File: src/rtl/uart_pkg.sv
`timescale 1ns/1ps
// Shared types and helpers for the UART transmit path.
package uart_pkg;

    typedef enum logic [2:0] {
        IDLE   = 3'd0,
        START  = 3'd1,
        DATA   = 3'd2,
        PARITY = 3'd3,
        STOP   = 3'd4
    } tx_state_e;

    typedef enum logic [1:0] {
        PAR_NONE = 2'd0,
        PAR_ODD  = 2'd1,
        PAR_EVEN = 2'd2
    } parity_mode_e;

    // Number of bit periods in one frame: start + data + optional parity + stop.
    function automatic int frame_bits(input int data_bits, input int parity_mode,
                                      input int stop_bits);
        return 1 + data_bits + ((parity_mode != 0) ? 1 : 0) + stop_bits;
    endfunction

endpackage

File: src/rtl/uart_tx_frame_baud_tick.sv
`timescale 1ns/1ps
// Bit-period divider: pulses tick on the last clk of every bit period.
// clear holds the count at zero so a new frame starts on a bit boundary.
module uart_baud_tick #(
    parameter int CLKS_PER_BIT = 16
) (
    input  logic clk,
    input  logic rst_n,
    input  logic clear,
    output logic tick
);

    localparam int CNT_W = $clog2(CLKS_PER_BIT);
    localparam logic [CNT_W-1:0] LAST = CNT_W'(CLKS_PER_BIT - 1);

    logic [CNT_W-1:0] cnt;

    // Count 0..CLKS_PER_BIT-1 and wrap on each bit boundary.
    always_ff @(posedge clk or negedge rst_n) begin
        if (!rst_n) begin
            cnt <= '0;
        end else if (clear || (cnt == LAST)) begin
            cnt <= '0;
        end else begin
            cnt <= cnt + CNT_W'(1);
        end
    end

    assign tick = !clear && (cnt == LAST);

endmodule

File: src/rtl/uart_tx_frame.sv
`timescale 1ns/1ps
// Parametrised UART transmitter: start, DATA_BITS LSB first, optional
// parity, STOP_BITS stop bits. Optional macro UART_TX_HOLD_EN adds a
// one-entry holding register so frames can run back to back.
//
// Handshake: a word is accepted on a rising clk edge where both
// i_start_transmission and o_ready are high; i_data is sampled only then.
// Valid while o_ready is low is ignored and never disturbs the frame in flight.
module uart_tx_frame
    import uart_pkg::*;
#(
    parameter int CLKS_PER_BIT = 16,
    parameter int DATA_BITS    = 8,
    parameter int PARITY_MODE  = 0,
    parameter int STOP_BITS    = 1
) (
    input  logic                 clk,
    input  logic                 i_reset,
    input  logic [DATA_BITS-1:0] i_data,
    input  logic                 i_start_transmission,
    output logic                 o_ready,
    output logic                 o_busy,
    output logic                 o_tx,
    output tx_state_e            dbg_state
);

    localparam int IDX_W = $clog2(DATA_BITS);
    localparam logic [IDX_W-1:0] LAST_IDX = IDX_W'(DATA_BITS - 1);
    localparam logic STOP_LAST = 1'(STOP_BITS - 1);

    if (CLKS_PER_BIT < 2) begin : g_bad_cpb
        $error("uart_tx_frame: CLKS_PER_BIT must be >= 2");
    end
    if (DATA_BITS < 5 || DATA_BITS > 9) begin : g_bad_data
        $error("uart_tx_frame: DATA_BITS must be 5..9");
    end
    if (PARITY_MODE < 0 || PARITY_MODE > 2) begin : g_bad_par
        $error("uart_tx_frame: PARITY_MODE must be 0, 1 or 2");
    end
    if (STOP_BITS < 1 || STOP_BITS > 2) begin : g_bad_stop
        $error("uart_tx_frame: STOP_BITS must be 1 or 2");
    end

    tx_state_e              state, state_nx;
    logic [DATA_BITS-1:0]   shift_q;
    logic                   parity_q;
    logic [IDX_W-1:0]       bit_idx;
    logic                   stop_idx;
    logic                   tick;
    logic                   baud_clear;
    logic                   accept;
    logic                   frame_end;
    logic                   launch;
    logic [DATA_BITS-1:0]   launch_word;

    function automatic logic parity_of(input logic [DATA_BITS-1:0] word);
        return (PARITY_MODE == int'(PAR_ODD)) ? ~^word : ^word;
    endfunction

    // Divider is held cleared while idle so START lasts a full bit period.
    assign baud_clear = (state == IDLE);

    uart_baud_tick #(.CLKS_PER_BIT(CLKS_PER_BIT)) u_baud (
        .clk   (clk),
        .rst_n (i_reset),
        .clear (baud_clear),
        .tick  (tick)
    );

    assign accept    = i_start_transmission && o_ready;
    assign frame_end = (state == STOP) && tick && (stop_idx == STOP_LAST);

`ifdef UART_TX_HOLD_EN
    logic                 hold_valid;
    logic [DATA_BITS-1:0] hold_data;

    assign o_ready     = !hold_valid;
    // A new frame launches from IDLE or straight out of STOP; the held word wins.
    assign launch      = ((state == IDLE) || frame_end) && (hold_valid || accept);
    assign launch_word = hold_valid ? hold_data : i_data;

    // Holding register: fill on accept unless the word goes straight to the shifter.
    always_ff @(posedge clk or negedge i_reset) begin
        if (!i_reset) begin
            hold_valid <= 1'b0;
            hold_data  <= '0;
        end else if (accept && !(launch && !hold_valid)) begin
            hold_valid <= 1'b1;
            hold_data  <= i_data;
        end else if (launch) begin
            hold_valid <= 1'b0;
        end
    end
`else
    assign o_ready     = (state == IDLE);
    assign launch      = (state == IDLE) && accept;
    assign launch_word = i_data;
`endif

    // State register.
    always_ff @(posedge clk or negedge i_reset) begin
        if (!i_reset) begin
            state <= IDLE;
        end else begin
            state <= state_nx;
        end
    end

    // Next-state and line/busy outputs.
    always_comb begin
        state_nx = state;
        o_tx     = 1'b1;
        o_busy   = 1'b1;
        case (state)
            IDLE: begin
                o_busy = 1'b0;
                if (launch) state_nx = START;
            end
            START: begin
                o_tx = 1'b0;
                if (tick) state_nx = DATA;
            end
            DATA: begin
                o_tx = shift_q[0];
                if (tick && (bit_idx == LAST_IDX)) begin
                    state_nx = (PARITY_MODE != 0) ? PARITY : STOP;
                end
            end
            PARITY: begin
                o_tx = parity_q;
                if (tick) state_nx = STOP;
            end
            STOP: begin
                if (frame_end) state_nx = launch ? START : IDLE;
            end
            default: begin
                state_nx = IDLE;
            end
        endcase
    end

    // Shift register, precomputed parity and bit/stop index counters.
    always_ff @(posedge clk or negedge i_reset) begin
        if (!i_reset) begin
            shift_q  <= '0;
            parity_q <= 1'b0;
            bit_idx  <= '0;
            stop_idx <= 1'b0;
        end else begin
            if (launch) begin
                shift_q  <= launch_word;
                parity_q <= parity_of(launch_word);
            end
            if ((state == START) && tick) begin
                bit_idx <= '0;
            end
            if ((state == DATA) && tick) begin
                shift_q <= shift_q >> 1;
                bit_idx <= bit_idx + IDX_W'(1);
            end
            if ((state_nx == STOP) && (state != STOP)) begin
                stop_idx <= 1'b0;
            end else if ((state == STOP) && tick) begin
                stop_idx <= ~stop_idx;
            end
        end
    end

    assign dbg_state = state;

endmodule
File: config.mk
export PLATFORM = sky130hd
export DESIGN_NAME = uart_tx_frame
export DESIGN_NICKNAME = d
export VERILOG_FILES = /design/src/rtl/uart_pkg.sv /design/src/rtl/uart_tx_frame_baud_tick.sv /design/src/rtl/uart_tx_frame.sv
export SDC_FILE = /design/constraint.sdc
export NUM_CORES = 1
export LEC_CHECK = 0
export CAP_MARGIN = 20
export CELL_PAD_IN_SITES_DETAIL_PLACEMENT = 0
export CELL_PAD_IN_SITES_GLOBAL_PLACEMENT = 1
export CORE_MARGIN = 4
export CORE_UTILIZATION = 50
export CTS_CLUSTER_SIZE = 24
export DETAILED_ROUTE_END_ITERATION = 7
export DONT_BUFFER_PORTS = 1
export MAX_ROUTING_LAYER = met4
export PLACE_DENSITY = 0.77
export SLEW_MARGIN = 20
export SYNTH_ARGS = -nofsm -noshare
export SYNTH_HDL_FRONTEND = slang
export SYNTH_SLANG_ARGS = --single-unit
File: constraint.sdc
create_clock -name clk -period 4.95 [get_ports clk]
set_clock_uncertainty 0.05 [all_clocks]
set_input_delay 0.2475 -clock clk [delete_from_list [all_inputs] [get_ports clk]]
set_output_delay 0.2475 -clock clk [all_outputs]
set_load 0.03 [all_outputs]
==> Yosys cells after proc, flatten, opt, wreduce, memory -nomap -nowiden <==
Cells that the tools add are included.
{ "totals": {"regBits": 20, "wordCells": 49} }
{ "classes": {"n_addsub": 2, "n_eq_ne": 8, "muxes": 16, "bitwise": 1, "reduce_logical": 16} }
{ "op_table": {"columns": ["op", "n"], "rows": [
  ["two-way mux 3 bit", 7],
  ["two-way mux 8 bit", 2],
  ["one-hot mux 3 bit (5 select lines)", 1],
  ["equality test 3 bit, second input constant", 3],
  ["logical AND 1 bit", 9],
  ["parity 8 bit", 1],
  ["equality test 3 x 2 -> 1 bit, second input constant", 2],
  ["nonzero test 2 bit", 3],
  ["adder 4 x 1 -> 4 bit, second input constant", 1],
  ["equality test 4 bit, second input constant", 1],
  ["two-way mux 1 bit", 4],
  ["two-way mux 4 bit", 1],
  ["adder 3 x 1 -> 3 bit, second input constant", 1],
  ["equality test 3 x 1 -> 1 bit, second input constant", 1],
  ["zero test 3 bit", 1],
  ["inequality test 3 bit, second input constant", 1],
  ["one-hot mux 1 bit (3 select lines)", 1],
  ["zero test 1 bit", 1],
  ["logical OR 1 bit", 1],
  ["NOT 1 bit", 1]
]} }

==> Logic depth before layout (Yosys ltp) <==
Gate-level depths: netlist of the first run.
{ "logic_depth": {"word_depth": 10, "depth_mapped": 8, "mapped_depth_nobuf": 6} }

==> By module <==
From an unflattened synthesis of the first run, not the netlist that was laid out.
{ "hier_totals": {"hier_cells": 113, "area_unflattened_um2": 1078.5} }
{ "modules_own_cells": {"columns": ["module", "instances", "cells_each", "area_each_um2", "seq_area_each_um2"], "rows": [
  ["uart_tx_frame", 1, 98, 903.4, 400.4],
  ["uart_baud_tick", 1, 15, 175.2, 100.1]
]} }

==> Worst setup path before layout of the first run <==
Ideal clock, no wire load.
{ "synth_timing": {"path_type": "reg2reg", "startpoint": "reg state[0], in the netlist dbg_state[0]", "endpoint": "reg shift_q[2]", "arrival_time_ns": 1.676, "t_required_ns": 4.782, "slack_ns": 3.106, "path_stages_with_launch": 9, "synth_period_minus_slack_ns": 1.844, "cell_sequence": "dfrtp_1 > buf_4 > nor2_4 > nand2_4 > inv_2 > and2_4 > buf_6 > a22o_1 > a21o_1"} }
{ "synth_between": {"elab_chain_cells": 5, "word_cells_on_any_way": 9, "cone_classes": "1 x eq/ne; 1 x mux; 7 x reduce/logical"} }
{ "synth_lines": {"columns": ["item", "line", "text"], "rows": [
  ["from (decl)", "uart_tx_frame.sv:44", "tx_state_e state, state_nx;"],
  ["from (signal assigned)", "uart_tx_frame.sv:105", "state <= state_nx;"],
  ["zero test 3 bit *", "uart_tx_frame.sv:95", "assign o_ready = (state == IDLE);"],
  ["net o_ready", "uart_tx_frame.sv:21", "output logic o_ready,"],
  ["zero test 1 bit", "uart_tx_frame_baud_tick.sv:29", "assign tick = !clear && (cnt == LAST);"],
  ["logical AND 1 bit", "uart_tx_frame_baud_tick.sv:29", null],
  ["logical AND 1 bit", "uart_tx_frame.sv:157", "if ((state == DATA) && tick) begin"],
  ["two-way mux 8 bit or nonzero test 2 bit (tied branches)", null, null],
  ["to (signal assigned)", "uart_tx_frame.sv:151", "shift_q <= launch_word;"],
  ["to (signal assigned)", "uart_tx_frame.sv:158", "shift_q <= shift_q >> 1;"],
  ["to (decl)", "uart_tx_frame.sv:45", "logic [DATA_BITS-1:0] shift_q;"]
]} }
Mark *: on every way through the listed nets, which the timed path passes. The rest lies on a longest branch.
A chain may end at the register's enable or synchronous reset.

==> Worst setup path after layout of the first run <==
{ "layout_timing": {"startpoint": "reg state[1], in the netlist dbg_state[1]", "endpoint": "reg shift_q[5]"} }
The elaborated chain is that of the path after synthesis.

==> flow_metrics.env, run 1 <==
export IMPL_cts_resized=0
export IMPL_pre_cts_ws_ns=2.93
export IMPL_drt_first_pass_iters=4
export IMPL_setup_viol=0
export IMPL_cts_root_buf="clkbuf_4"
export IMPL_numPortBuffers=0
export IMPL_hold_start="i_data[7]"
export IMPL_synth_nets=117
export IMPL_wl_per_cell_um=14.8
export IMPL_drive_above_1_share_pct=10.5
export IMPL_rrSetupSlack_ns=2.91
export IMPL_startpoint_type="flip-flop"
export IMPL_insertion_delay_ns=0.29
export IMPL_worstReg2RegEnd="shift_q[5]"
export IMPL_area_growth_pct=5.35
export IMPL_period_share_pct=41.2
export IMPL_die_height_um=53.9
export IMPL_tns_ns=0
export IMPL_worst_path_buf_inv=1
export IMPL_final_util_pct=55.9
export IMPL_netlist_area_um2=1050
export IMPL_dp_hpwl_um=1410
export IMPL_p_per_area_nw_per_um2=511
export IMPL_status="finished clean"
export IMPL_routed_via_density=5.80
export IMPL_drt_iter0_markers=11
export IMPL_setup_worst_path_class="flip-flop to flip-flop"
export IMPL_post_cts_repair_setup_buffers=0
export IMPL_clk_pin_slew_ns=0.12
export IMPL_rr_startpoint="dbg_state[1]"
export IMPL_ys_ff_latch=20
export IMPL_synth_top_cell_area_share_pct=47.6
export IMPL_ctsHoldBuffers=1
export IMPL_cts_sinks=20
export IMPL_grt_pass1_wl_um=3440
export IMPL_drc=0
export IMPL_grt_overflow_total=0
export IMPL_required_ns=5.14
export IMPL_worst_slack_ns=2.91
export IMPL_cts_tree="built"
export IMPL_min_to="shift_q[7]"
export IMPL_ios=17
export IMPL_hold_ws_ns=0.0185
export IMPL_holdPathStages=2
export IMPL_grt_max_degree=21
export IMPL_num_antenna_cells=0
export IMPL_crit_arrival_ns=2.23
export IMPL_cpMaxStageDelayCell="dfrtp_1"
export IMPL_tightestPinTransition_ns=0.910
export IMPL_gp_congestion=0.729
export IMPL_cap_violations=0
export IMPL_fin_nets=120
export IMPL_h_tree_depth=1
export IMPL_die_w_um=53.9
export IMPL_vias=765
export IMPL_fin_crit_ns=2.04
export IMPL_numCtsBuffers=3
export IMPL_core_region_area_um2=1980
export IMPL_synth_top_cell_by_area="dfrtp_1"
export IMPL_yosysSeqAreaShare_pct=47.6
export IMPL_min_path_type="primary input to flip-flop"
export IMPL_netlist_instances=103
export IMPL_std_cell_rows=16
export IMPL_rr_worst_depth=6
export IMPL_synthTopCellsByArea="dfrtp_1 (48%), xnor2_1 (6.7%), a22o_1 (5.8%)"
export IMPL_routed_wl_um=1950
export IMPL_dp_cells=127
export IMPL_worstPathCellList="nor2_4 -> nand2_4 -> inv_2 -> and2_4 -> nor2_1 -> a21o_1"
export IMPL_synth_cell_type_count=28
export IMPL_ir_drop_uv=307
export IMPL_clock_path_buffers=2
export IMPL_maxSlewHeadroom_pct=39.1
export IMPL_rsz0062_at_grt="no"
export IMPL_maxSlewViolCount=0
export IMPL_critPathCaptureType="flip-flop"
export IMPL_critPathTopFamily="simple AND/OR/NAND/NOR gates"
export IMPL_synth_avg_cell_area_um2=10.2
export IMPL_ant_nets=0
export IMPL_hold_viol_final=0
export IMPL_antenna_found_initial=0
export IMPL_leakage_nw=0.499
export IMPL_floorplan_initialDensity_pct=53.1
export IMPL_cp_slowest_stage_delay_ns=0.74
export IMPL_final_cell_count_no_fill=132
export IMPL_cp_max_fo=13
export IMPL_die_area_um2=2900
export IMPL_max_freq_ghz=0.490
export IMPL_grt_pass1_vias=769
export IMPL_track_usage_pct=16.8
export IMPL_yosys_warnings=0
[cells by family after synthesis]
logic type,synth area share (%)
xor gates and xnor gates,6.66
adders and majority gates,3.57
DFF,47.6
AOI/OAI and AO/OA,22.1
buffers and inverters,3.33
and+or+nand+nor,16.8
[metal layers]
metal	vias up	track usage [%]	part of all wire (%)	wire, um
met4	0	5.11	0.72	14
met3	2	3.05	5.9	116
li1	377	-	-	-
met2	16	25.2	45	883
met5	-	-	0	0
met1	370	23.0	48	939
[worst reg2reg max path, delay by kind of cell (launching register included)]
family	cells	cell delay, ns
AOI/OAI and AO/OA	1	0.18
buffers and inverters	1	0.13
DFF	1	0.74
and+or+nand+nor	4	0.89
[where the power goes]
part	internal [W]	switching [W]
Combinational	0.0000794	0.0000949
Sequential	0.000224	0.0000729
Clock	0.0000448	0.0000501
Total	0.000348	0.000218
[registers in the layout (all words and copies together) (netlist names)]
register    count
u_baud.cnt      4
shift_q         8
bit_idx         3
dbg_state       3
stop_idx        1
parity_q        1
[how the worst max path moves through the flow]
stage                  from          to  slack (ns)  cells past startpoint
2_1_floorplan  dbg_state[0]  shift_q[2]        3.11                      8
3_3_place_gp   dbg_state[1]  shift_q[5]        2.93                      6
3_5_place_dp   dbg_state[1]  shift_q[6]        2.93                      6
4_1_cts        dbg_state[1]        o_tx        2.88                      3
5_1_grt        dbg_state[1]  shift_q[3]        2.70                      6
6_report       dbg_state[1]  shift_q[5]        2.91                      6
[layout by cell type, fill, tap and decap left out]
| cell type | netlist | layout |
|---|---|---|
| nor3_1 | 3 | 3 |
| ha_1 | 3 | 3 |
| nand2_4 | 1 | 1 |
| inv_2 | 2 | 2 |
| dfrtp_1 | 20 | 20 |
| xnor2_1 | 8 | 8 |
| o311ai_0 | 2 | 2 |
| a31o_2 | 1 | 1 |
| dlygate4sd3_1 | 0 | 1 |
| nand2_1 | 11 | 11 |
| nand4b_1 | 2 | 2 |
| a32o_1 | 1 | 1 |
| nand2b_1 | 1 | 1 |
| a21oi_1 | 5 | 5 |
| o211ai_1 | 1 | 1 |
| a22o_1 | 7 | 7 |
| nor2_1 | 6 | 6 |
| nand3b_1 | 1 | 1 |
| inv_1 | 1 | 1 |
| nor2_4 | 2 | 2 |
| nand3_1 | 1 | 1 |
| clkbuf_4 | 0 | 3 |
| and3_1 | 2 | 2 |
| and2_1 | 1 | 1 |
| and2_4 | 1 | 1 |
| a21o_1 | 7 | 7 |
| o21ai_0 | 10 | 10 |
| clkbuf_8 | 0 | 1 |
[through the flow]
step	power, W	cell area, um^2
floorplan	0.000441	1050
global placement	0.000465	1060
detailed placement	0.000472	1060
CTS	0.000571	1110
global route	0.000612	1110
finish	0.000566	1110
[synthesized netlist by cell type]
library cell / number
a21o_1: 7
inv_1: 1
and2_1: 1
buf_4: 1
inv_2: 2
o21ai_0: 10
a21oi_1: 5
buf_6: 1
a31o_2: 1
a32o_1: 1
nor2_4: 2
and2_4: 1
nand3_1: 1
a22o_1: 7
and3_1: 2
nor2_1: 6
ha_1: 3
buf_2: 1
dfrtp_1: 20
nand2b_1: 1
xnor2_1: 8
nor3_1: 3
o211ai_1: 1
nand2_4: 1
nand4b_1: 2
nand3b_1: 1
nand2_1: 11
o311ai_0: 2
[area by class of cell]
class	count	area, um^2
Fill cell	180	873
Inverter	3	11.3
Sequential cell	20	500
Clock buffer	4	36.3
Tap cell	27	33.8
Multi-Input combinational cell	77	517
Timing Repair Buffer	1	10.0
(Power assumes the default switching activity.)
==> inputs of run 2 (changes only) <==
- CORE_UTILIZATION: 50 -> 42
- PLACE_DENSITY: 0.77 -> 0.69
- clock period: 4.95 -> 1.8 ns (I/O delays scaled with it)
==> run 2 against run 1 <==
Compared with the run above:
- flip-flop and latch count did not move
- die area rose by 16%
- first-iteration DRC count grew to 2.6 times the previous value
- critical endpoint is now o_tx
- cell count rose by 11%
- sequential power rose to 2.6 times the previous value
- largest power group unchanged
- final area increased by 11%
- global-route usage is 1.4 points lower
- core utilization decreased by 2.2 points
==> flow_metrics.env, run 2 (synthesis gave the netlist of run 1 again) <==
export IMPL_status="finished clean"
export IMPL_startpoint_type="flip-flop"
export IMPL_track_usage_pct=15.3
export IMPL_grt_use_met3_pct=4.68
export IMPL_numPortBuffers=0
export IMPL_dp_hpwl_um=1580
export IMPL_largest_register_ffs=8
export IMPL_largest_register="shift_q"
export IMPL_maxSlewViolCount=0
export IMPL_setup_worst_path_class="flip-flop to primary output"
export IMPL_num_antenna_cells=0
export IMPL_drt_first_pass_iters=4
export IMPL_vias=805
export IMPL_grt_max_degree=21
export IMPL_min_path_type="primary input to flip-flop"
export IMPL_maxSlewHeadroom_pct=39.5
export IMPL_power_w=0.00163
export IMPL_floorplan_initialDensity_pct=45.8
export IMPL_fin_nets=133
export IMPL_wl_per_cell_um=15.1
export IMPL_cts_tree="built"
export IMPL_reg_top3="shift_q (8), u_baud.cnt (4)"
export IMPL_critPathCaptureType="primary output"
export IMPL_grt_overflow_total=0
export IMPL_gp_congestion=0.719
export IMPL_final_cell_area_um2=1230
export IMPL_n_fill_cell=206
export IMPL_hold_viol_final=0
export IMPL_die_height_um=58.1
export IMPL_numCtsBuffers=3
export IMPL_cap_violations=0
export IMPL_drt_iter0_markers=29
export IMPL_critPathTopFamily="flip-flops"
export IMPL_use_met2_pct=24.5
export IMPL_clock_path_buffers=2
export IMPL_die_w_um=58.1
export IMPL_grt_pass1_wl_um=3890
export IMPL_core_region_area_um2=2300
export IMPL_drc=0
export IMPL_ir_drop_uv=1010
export IMPL_grt_busiest_layer="met2"
export IMPL_cts_sinks=20
export IMPL_ios=17
export IMPL_area_growth_pct=17.2
export IMPL_required_ns=1.66
export IMPL_final_common_cell="dfrtp_1"
export IMPL_crit_arrival_ns=1.46
export IMPL_rsz0062_at_grt="no"
export IMPL_max_freq_ghz=0.624
export IMPL_tns_ns=0
export IMPL_routed_wl_um=2210
export IMPL_insertion_delay_ns=0.30
export IMPL_routed_via_density=5.51
export IMPL_worstPathCellList="buf_4 -> nand2b_1 -> o21ai_1 -> nand2_2"
export IMPL_grt_use_met1_pct=19.1
export IMPL_tightestPinTransition_ns=0.905
export IMPL_p_per_area_nw_per_um2=1320
export IMPL_worst_path_buf_inv=1
export IMPL_placed_cell_area_um2=1100
export IMPL_fin_crit_ns=1.60
export IMPL_cp_slowest_stage_delay_ns=0.40
export IMPL_period_share_pct=89.0
export IMPL_antenna_found_initial=0
export IMPL_clk_pin_slew_ns=0.11
export IMPL_drive_above_1_share_pct=16.1
export IMPL_leakage_nw=0.556
export IMPL_grt_pass1_vias=863
export IMPL_cpMaxStageDelayCell="dfrtp_1"
export IMPL_ant_nets=0
export IMPL_cts_root_buf="clkbuf_4"
export IMPL_std_cell_rows=17
export IMPL_post_cts_repair_setup_buffers=0
export IMPL_final_cell_mix="dfrtp_1 (19), nand2_1 (10), o21ai_0 (9), dlygate4sd3_1 (9), xnor2_1 (8)"
export IMPL_h_tree_depth=1
export IMPL_die_area_um2=3370
export IMPL_cp_max_fo=11
export IMPL_setup_viol=0
run 2: cell types whose count changed in the layout (fill, tap and decap cells not counted), sizes merged:
| cell | before | now |
|---|---|---|
| dlygate4sd3 | 1 | 9 |
| buf | 0 | 5 |
run 2: layout make-up:
cell class              count  area, um^2  share of cell area, %
repair buffers             14         128                   10.3
clock buffers               4        36.3                   2.94
well taps                  28        35.0                   2.84
flip-flops and latches     20         502                   40.7
inverters                   3        11.3                  0.913
multi-input cells          77         522                   42.3
run 2: worst paths after layout:
path	startpoint	end	slack [ns]	cells after the start
max	dbg_state[1]	o_tx	0.20	4
min in group asynchronous	i_reset	bit_idx[1]	0.30	1
max in group asynchronous	i_reset	dbg_state[0]	0.79	1
min reg2reg	shift_q[5]	shift_q[5]	0.45	1
min	i_start_transmission	parity_q	0.07	2
max reg2reg	u_baud.cnt[0]	shift_q[2]	0.21	5
run 2: where the power goes:
part / switching [W] / internal, W
registers: 0.000145 / 0.000619
logic: 0.000335 / 0.000262
clock network: 0.000142 / 0.000123
total: 0.000622 / 0.00100
run 2: repair_timing:
action | CTS | global route
resized for setup | 0 | 3
hold buffers | 9 | 0
setup endpoints to repair | 0 | 8
hold endpoints to repair | 28 | 0
run 2: through the flow:
step | hold WS (ns) | worst slack (ns) | cells | utilization, %
after floorplan | -0.256 | 0.0251 | 103 | -
after global placement | -0.255 | 0.203 | 133 | 48.0
after detailed placement | -0.255 | 0.140 | 133 | 48.0
after CTS | 0.0627 | 0.0663 | 146 | 53.5
after global routing | 0.0651 | 0.0659 | 146 | 53.7
final | 0.0696 | 0.197 | 146 | 53.7
run 2: metal layers:
layer | up-vias | wire [um]
li1 | 401 | -
met1 | 389 | 972
met2 | 13 | 1130
met3 | 2 | 91
met4 | 0 | 14
met5 | - | 0
==> inputs of run 3 (changes only) <==
- CELL_PAD_IN_SITES_DETAIL_PLACEMENT: 0 -> 2
- CELL_PAD_IN_SITES_GLOBAL_PLACEMENT: 1 -> 2
- CORE_UTILIZATION: 42 -> 34
- PLACE_DENSITY: 0.69 -> 0.68
==> run 3 against run 2 <==
Compared with the run above:
- count of clock-buffer cells in the layout is the same
- first-iteration DRC count fell by 31%
- combinational power increased by 3.7%
- total power rose by 3.1%
- wire length increased by 32%
- setup slack got worse by 0.064 ns
- fmax decreased by 3.9%
- critical endpoint unchanged
- clock power up 6%
- flip-flop and latch count unchanged
- core utilization down 9.4 points
- sequential power grew 2%
- final area increased by 2.3%
==> flow_metrics.env, run 3 (synthesis gave the netlist of run 1 again) <==
export IMPL_placed_cell_area_um2=1110
export IMPL_cp_max_fo=6
export IMPL_drt_iter0_markers=20
export IMPL_seqPwrFrac_pct=46.4
export IMPL_routed_wl_um=2910
export IMPL_critPathCaptureType="primary output"
export IMPL_max_freq_ghz=0.600
export IMPL_tns_ns=0
export IMPL_ant_nets=0
export IMPL_numPortBuffers=0
export IMPL_largest_register="shift_q"
export IMPL_maxSlewViolCount=0
export IMPL_gp_congestion=0.697
export IMPL_setup_worst_path_class="flip-flop to primary output"
export IMPL_num_antenna_cells=0
export IMPL_ir_drop_uv=549
export IMPL_dp_cells=136
export IMPL_largest_register_ffs=8
export IMPL_antenna_found_initial=0
export IMPL_final_common_cell="dfrtp_1"
export IMPL_combPwrFrac_pct=36.9
export IMPL_hold_viol_final=0
export IMPL_crit_arrival_ns=1.53
export IMPL_fin_crit_ns=1.67
export IMPL_grt_pass1_vias=990
export IMPL_p_int_w=0.00101
export IMPL_vias=860
export IMPL_min_path_type="primary input to flip-flop"
export IMPL_final_cell_mix="dfrtp_1 (19), nand2_1 (11), o21ai_0 (10), dlygate4sd3_1 (9)"
export IMPL_routed_via_density=5.62
export IMPL_swShare_pct=40.0
export IMPL_rsz0062_at_grt="no"
export IMPL_startpoint_type="flip-flop"
export IMPL_n_fill_cell=312
export IMPL_period_share_pct=92.6
export IMPL_grt_pass1_wl_um=5040
export IMPL_grt_overflow_total=0
export IMPL_worst_slack_ns=0.133
export IMPL_grt_max_degree=21
export IMPL_std_cell_rows=19
export IMPL_floorplan_initialDensity_pct=36.9
export IMPL_p_per_area_nw_per_um2=1330
export IMPL_insertion_delay_ns=0.32
export IMPL_pre_cts_ws_ns=0.129
export IMPL_drive_above_1_share_pct=18.0
export IMPL_final_cell_count_no_fill=153
export IMPL_maxSlewHeadroom_pct=67.7
export IMPL_drt_first_pass_iters=4
export IMPL_h_tree_depth=1
export IMPL_cts_sinks=20
export IMPL_ios=17
export IMPL_final_cell_area_um2=1260
export IMPL_fin_nets=137
export IMPL_required_ns=1.66
export IMPL_status="finished clean"
export IMPL_power_w=0.00168
export IMPL_track_usage_pct=16.8
export IMPL_leakage_nw=0.577
export IMPL_area_growth_pct=20.0
export IMPL_die_height_um=63.6
export IMPL_switchingPower_w=0.000672
export IMPL_clock_path_buffers=2
export IMPL_core_region_area_um2=2850
export IMPL_wl_per_cell_um=19.0
export IMPL_cts_tree="built"
export IMPL_pwr_share_clk_pct=16.7
export IMPL_tightestPinTransition_ns=0.484
export IMPL_drc=0
export IMPL_die_area_um2=4050
export IMPL_numCtsBuffers=3
export IMPL_cts_root_buf="clkbuf_4"
export IMPL_setup_viol=0
export IMPL_clk_pin_slew_ns=0.13
export IMPL_reg_top3="shift_q (8), u_baud.cnt (4)"
export IMPL_dp_hpwl_um=1870
export IMPL_cap_violations=0
export IMPL_die_w_um=63.6
==> run 3: cell count changes in the layout (fill, tap and decap cells not counted) <==
| cell | previous run | this run |
|---|---|---|
| buf_2 | 0 | 1 |
| nand2_2 | 1 | 0 |
| o21ai_1 | 1 | 0 |
| buf_4 | 5 | 8 |
| o21ai_0 | 9 | 10 |
| nand2_1 | 10 | 11 |
==> run 3: worst max-delay path, cell delays in order, from the launching register on <==
cell and delay, ns:
dfrtp_2 0.48, nand2b_1 0.25, o21ai_0 0.25, nand2_1 0.25
==> run 3: routing by layer <==
layer	wire length, um	vias up	share of wire [%]	track usage, %
met5	0	-	0	-
met4	34	0	1.2	4.85
met3	74	4	2.5	3.37
met2	1600	10	55	29.5
met1	1200	436	41	19.2
li1	-	410	-	-
==> run 3: worst paths after layout <==
check | start | to | slack (ns) | depth (start not counted)
worst max-delay path | dbg_state[0] | o_tx | 0.13 | 3
worst min-delay path | i_start_transmission | parity_q | 0.05 | 2
worst max register to register | u_baud.cnt[0] | shift_q[2] | 0.19 | 6
worst min register to register | u_baud.cnt[0] | u_baud.cnt[0] | 0.46 | 1
max in group asynchronous | i_reset | dbg_state[0] | 1.13 | 2
min in group asynchronous | i_reset | shift_q[2] | 0.20 | 2
==> run 3: cell type report <==
class	instances	area, um^2	share of cell area (%)
Multi-Input combinational cell	77	519	41.1
Sequential cell	20	502	39.7
Timing Repair Buffer	18	155	12.3
Tap cell	31	38.8	3.07
Clock buffer	4	36.3	2.87
Inverter	3	11.3	0.892
==> run 3: power by group through the flow <==
stage	clock (W)	combinational, W	sequential [W]
5_1_grt	0.000329	0.000700	0.000809
6_report	0.000280	0.000619	0.000778
2_1_floorplan	0	0.000459	0.000755
3_3_place_gp	0	0.000569	0.000766
3_5_place_dp	0	0.000592	0.000777
4_1_cts	0.000283	0.000619	0.000769
==> run 3: metrics by stage <==
step / util, % / hold slack (ns)
2_1_floorplan: - / -0.256
3_3_place_gp: 38.8 / -0.255
3_5_place_dp: 38.8 / -0.255
4_1_cts: 43.2 / 0.0296
5_1_grt: 44.3 / 0.0283
6_report: 44.3 / 0.0497
==> run 3: repair_timing <==
action	in CTS	in global routing
buffers inserted	0	3
hold endpoints to repair	28	20
endpoints found under the setup margin	0	7
hold buffers	9	1
gates resized for setup	0	1
